--- src/rtl/dsp_mac_sequencer.sv ---
// Sequences a stream of 18x18 operand pairs through an external multiply-accumulate
// DSP slice and returns the 48-bit accumulated dot product over a valid/ready port.
module dsp_mac_sequencer #(
    parameter int unsigned LEN_W = 8
) (
    input  logic             CLK,
    input  logic             RST,
    input  logic             start,
    input  logic [LEN_W-1:0] len,
    output logic             busy,
    input  logic             in_valid,
    output logic             in_ready,
    input  logic [17:0]      in_a,
    input  logic [17:0]      in_b,
    output logic             res_valid,
    input  logic             res_ready,
    output logic [47:0]      res_data,
    output logic [17:0]      dsp_A,
    output logic [17:0]      dsp_B,
    output logic [7:0]       dsp_OPMODE,
    output logic             dsp_CEAB,
    output logic             dsp_CEP,
    output logic             dsp_RSTP,
    input  logic [47:0]      dsp_P
);

    localparam int unsigned OP_W  = 18;
    localparam int unsigned P_W   = 48;
    localparam int unsigned PIPE  = 3;
    localparam logic [7:0]  OPMODE_FIRST = 8'h01;  // X=M, Z=0
    localparam logic [7:0]  OPMODE_ACC   = 8'h09;  // X=M, Z=P
    localparam logic [7:0]  OPMODE_IDLE  = 8'h00;

    typedef enum logic [1:0] {
        IDLE  = 2'd0,
        RUN   = 2'd1,
        DRAIN = 2'd2,
        DONE  = 2'd3
    } state_t;

    state_t           state;
    state_t           state_nxt;
    logic [LEN_W-1:0] len_q;
    logic [LEN_W-1:0] issue_cnt;
    logic [LEN_W-1:0] retire_cnt;
    logic [PIPE-1:0]  pipe_v;
    logic [PIPE-1:0]  pipe_last;
    logic             first_q;
    logic [P_W-1:0]   res_data_q;
    logic             issue;
    logic             issue_last;
    logic             accept;

    assign issue      = in_valid & in_ready;
    assign issue_last = issue & (issue_cnt == len_q - LEN_W'(1));
    assign accept     = (state == IDLE) & start & (len != '0) & ~RST;

    // State register
    always_ff @(posedge CLK) begin
        if (RST) begin
            state <= IDLE;
        end else begin
            state <= state_nxt;
        end
    end

    // Next-state and handshake outputs
    always_comb begin
        state_nxt = state;
        in_ready  = 1'b0;
        busy      = 1'b1;
        res_valid = 1'b0;
        case (state)
            IDLE: begin
                busy = 1'b0;
                if (start && (len != '0)) begin
                    state_nxt = RUN;
                end
            end
            RUN: begin
                in_ready = (issue_cnt < len_q);
                if (issue_last) begin
                    state_nxt = DRAIN;
                end
            end
            DRAIN: begin
                // Last pair is being written into P; it is readable next cycle.
                if (pipe_v[1] && pipe_last[1]) begin
                    state_nxt = DONE;
                end
            end
            DONE: begin
                res_valid = 1'b1;
                if (res_ready) begin
                    state_nxt = IDLE;
                end
            end
            default: state_nxt = IDLE;
        endcase
        if (RST) begin
            in_ready  = 1'b0;
            busy      = 1'b0;
            res_valid = 1'b0;
        end
    end

    // Counters, issue tracking pipeline and result holding register
    always_ff @(posedge CLK) begin
        if (RST) begin
            len_q      <= '0;
            issue_cnt  <= '0;
            retire_cnt <= '0;
            pipe_v     <= '0;
            pipe_last  <= '0;
            first_q    <= 1'b0;
            res_data_q <= '0;
        end else begin
            if (accept) begin
                len_q      <= len;
                issue_cnt  <= '0;
                retire_cnt <= '0;
            end else begin
                if (issue) begin
                    issue_cnt <= issue_cnt + LEN_W'(1);
                end
                if (pipe_v[PIPE-1]) begin
                    retire_cnt <= retire_cnt + LEN_W'(1);
                end
            end
            pipe_v    <= {pipe_v[PIPE-2:0], issue};
            pipe_last <= {pipe_last[PIPE-2:0], issue_last};
            first_q   <= issue & (issue_cnt == '0);
            if (pipe_v[PIPE-1] && pipe_last[PIPE-1]) begin
                res_data_q <= dsp_P;
            end
        end
    end

    // P is a slice register and CEP stays low in DONE, so it is stable while presented.
    always_comb begin
        res_data = res_data_q;
        if (state == DONE) begin
            res_data = dsp_P;
        end
        if (RST) begin
            res_data = '0;
        end
    end

    // Slice control: operands on issue, OPMODE one cycle later, CEP two cycles later
    always_comb begin
        dsp_A      = issue ? in_a : OP_W'(0);
        dsp_B      = issue ? in_b : OP_W'(0);
        dsp_CEAB   = issue;
        dsp_OPMODE = OPMODE_IDLE;
        if (pipe_v[0] && !RST) begin
            dsp_OPMODE = first_q ? OPMODE_FIRST : OPMODE_ACC;
        end
        dsp_CEP  = pipe_v[1] & ~RST;
        dsp_RSTP = RST;
    end

endmodule

--- config.mk ---
export PLATFORM = sky130hd
export DESIGN_NAME = dsp_mac_sequencer
export DESIGN_NICKNAME = d
export VERILOG_FILES = /design/src/rtl/dsp_mac_sequencer.sv
export SDC_FILE = /design/constraint.sdc
export NUM_CORES = 1
export LEC_CHECK = 0
export BUFFER_PORTS_ARGS = -buffer_cell sky130_fd_sc_hd__buf_4
export CELL_PAD_IN_SITES_DETAIL_PLACEMENT = 0
export CELL_PAD_IN_SITES_GLOBAL_PLACEMENT = 2
export CORE_UTILIZATION = 27
export CTS_CLUSTER_DIAMETER = 100
export CTS_CLUSTER_SIZE = 20
export DETAILED_ROUTE_END_ITERATION = 16
export PLACE_DENSITY = 0.95
export REMOVE_ABC_BUFFERS = 1
export SLEW_MARGIN = 5
export SYNTH_ARGS = -nofsm -noshare
export SYNTH_HDL_FRONTEND = slang
export SYNTH_SLANG_ARGS = --single-unit
--- constraint.sdc ---
create_clock -name CLK -period 4.4 [get_ports CLK]
set_clock_uncertainty 0.05 [all_clocks]
set_input_delay 0.66 -clock CLK [delete_from_list [all_inputs] [get_ports CLK]]
set_output_delay 0.66 -clock CLK [all_outputs]
set_load 0.005 [all_outputs]
==> summary.txt <==
Run status
  • Status: completed

Floorplan
  • Top Ports: 195
  • Die ar.: 16,400 µm²
  • Die Wd: 128 µm
  • Core Box Area: 15,400 µm²
  • DIE HEIGHT: 128 µm
  • Site row count: 45
  • Initial Util: 0.279

Global routing
  • Largest net degree at the start of global routing: 81
  • Grt ovf: 0
  • Antenna violations before repair: 0
  • First-pass GRT wire length: 18,300 µm
  • GRT Total Usage: 0.140
  • Vias in the first global route: 3,912

Cells and area
  • ANT cells: 0
  • NumNets Final: 836
  • Layout cells sized above 1: 0.292
  • Fin util: 0.396
  • P&R area growth vs syn: 42.1%

Drt
  • Drt pass-1 iters: 4
  • Detailed-route via count: 4,277
  • Drt drc: 0
  • Starting DRT DRC Count: 216
  • Routed vias/inst: 4.55
  • Routed wire length: 11,700 µm
  • Wire per inst: 12.4 µm
  • Final ANT Viol Nets: 0

CTS
  • Hold-fix buffers at CTS: 0
  • Post-CTS Setup Bufs: 0
  • TritonCTS clock tree: built
  • Worst-path clk slew: 0.06 ns
  • Post-CTS sizing: 0
  • Total CTS buffers: 9
  • H-tree depth: 3
  • Clock sink count: 73
  • Clock Latency Late Sink: 0.33 ns
  • Clock Tree Buf Depth: 2
  • CTS root buf: clkbuf_16

Logic synthesis
  • Yosys warnings: 0
  • Syn Inst Count: 566
  • Post-synth ARST share: 0
  • Ys flop type: dfxtp_1
  • Post-Syn Area: 4280 µm²
  • Most instantiated library cell after synthesis: nand2_1
  • Most common library cells after synthesis: nand2_1 (114), dfxtp_1 (73), nor2_1 (66)
  • Number of synthesized register bits: 73
  • Syn avg cell area: 7.57 µm²
  • Synth top area share: 0.341
  • Synth cell types: 41
  • Post-synth EDFFs: 0
  • Largest cells by area after synthesis: dfxtp_1 (34%), mux2i_1 (12%), nand2_1 (10%)
  • Register area share after synthesis: 0.341
  • Synth area leader: dfxtp_1

Setup path
  • Worst path slowest cell: nor2_2
  • Startpoint Class: flop
  • CP Max Fanout: 40
  • Critical Path Sink Type: output pin
  • Crit-path cells: inv_1, ha_1, and4_1, o21ai_0, a31oi_1, nor2_2, and2_1, buf_4
  • WS Path Type: flop to output pin
  • Crit path buf inv count: 2
  • Top delay family on crit path: simple AND/OR/NAND/NOR gates
  • R2r setup slk: 1.46 ns
  • Req. time, crit path: 3.69 ns
  • RR Endpoint: issue_cnt[0]$_SDFFE_PP0N_
  • CP peak stage delay: 0.93 ns
  • Crit path DAT: 3.18 ns
  • R2r worst-path depth: 8
  • Reg-to-Reg Start: len_q[5]$_SDFFE_PP0P_

STA
  • Final setup fails: 0
  • Setup tns final: 0 ns
  • Final hold viol count: 0
  • Final period utilization: 0.884
  • Worst slew pin tran: 1.07 ns
  • Hold_ws: 0.396 ns
  • FMAX: 257 MHz
  • Slew headroom: 0.289
  • RSZ-0062 raised after global routing: no
  • Tmin final: 3.89 ns
  • Max-slew violation count: 0

Hold path
  • Worst hold path startpoint: pipe_last[0]$_SDFF_PP0_
  • Hold Crit Class: flop to flop
  • WHS Path Cells: 1
  • Hold EP: pipe_last[1]$_SDFF_PP0_

Run
  • Max-Cap Viols: 0

Placed design
  • PortBufs: 188
  • HPWL after DPL: 8470 µm
  • Global placer's final weighted congestion: 0.818

Power
  • Peak VDD IR: 0.174 mV
  • Pwr/cell area: 344 nW/µm²
  • Leakage: 0.00247 µW
## report_power, final
part	internal [µW]	switching [µW]	total [µW]
Sequential	687	34.8	722
Combinational	276	306	582
Clock	511	280	791
Total	1470	621	2090
## area by class of cell
type / instances / area (µm²)
tap: 211 / 264
timing repair buffer: 190 / 1430
fill: 1577 / 9280
clock buffer: 11 / 243
sequential: 73 / 1460
clock inverter: 5 / 78.8
multi-input combinational: 434 / 2550
inverter: 16 / 60.1
## routing by layer
| metal | part of all wire | global-route usage | up-vias |
|---|---|---|---|
| li1 | - | - | 2171 |
| met1 | 0.46 | 0.176 | 1939 |
| met2 | 0.46 | 0.236 | 156 |
| met3 | 0.066 | 0.0296 | 11 |
| met4 | 0.013 | 0.0464 | 0 |
| met5 | 0 | 0 | - |
## metrics by stage
stage | power, µW | worst slack (ns) | instance area [µm²] | std cells
2_1_floorplan | 1080 | 1.12 | 4060 | 523
3_3_place_gp | 1310 | 0.972 | 5770 | 924
3_5_place_dp | 1320 | 0.820 | 5770 | 924
4_1_cts | 2120 | 0.452 | 6090 | 940
5_1_grt | 2220 | 0.127 | 6090 | 940
6_report | 2090 | 0.511 | 6090 | 940
## logic make-up after synthesis
logic type	synth area share
compound gates	0.0961
xor+xnor	0.0327
fa+ha+maj	0.0438
buf+inv	0.0713
flops	0.341
mux	0.117
other cells	0.000875
simple gates	0.297
## how the worst max path moves through the flow
stage / end / startpoint / cells past startpoint / slack (ns)
finish: dsp_B[3] / len_q[5]$_SDFFE_PP0P_ / 8 / 0.51
global route: dsp_B[17] / len_q[5]$_SDFFE_PP0P_ / 8 / 0.13
CTS: dsp_B[3] / len_q[5]$_SDFFE_PP0P_ / 8 / 0.45
detailed placement: dsp_B[13] / len_q[5]$_SDFFE_PP0P_ / 8 / 0.82
global placement: dsp_B[2] / RST / 6 / 0.97
floorplan: dsp_A[0] / len_q[4]$_SDFFE_PP0P_ / 7 / 1.12
## sequential cells by signal, summed over array words and instances, names as in the netlist
signal,flops
res_data_q,48
issue_cnt,8
len_q,8
pipe_last,3
pipe_v,3
state,2
first_q,1
## cells in the final DEF (no fill, tap or decap), types with 2 or more instances in the layout
cell type,synthesis,final
nor3_1,7,7
nor4_1,6,6
nand2_1,114,113
a21o_1,2,2
nor3_2,2,2
bufinv_16,0,2
and4_1,2,2
a21oi_1,59,59
ha_1,15,14
dfxtp_1,73,73
clkinv_2,0,2
a32oi_1,2,2
nand4_1,5,5
clkbuf_16,0,9
nand3_1,14,14
xnor2_1,13,13
o211ai_1,3,3
buf_4,8,190
nor4b_1,2,2
and2_1,37,36
conb_1,1,6
nor2_1,66,65
nor2b_1,11,11
or4_1,2,2
or3_1,2,2
mux2i_1,50,50
o21ai_0,2,2
inv_1,16,16
xor2_1,3,3
## worst reg2reg max path: cells and delay by family, from the launching register on
family / cells / cell delay, ns
AO/OA/AOI/OAI: 2 / 0.46
adder cells (fa/ha/maj): 1 / 0.34
XOR/XNOR: 1 / 0.23
buffers and inverters: 1 / 0.11
AND/OR/NAND/NOR: 3 / 1.14
flip-flops: 1 / 0.47
(Power assumes the default switching activity.)
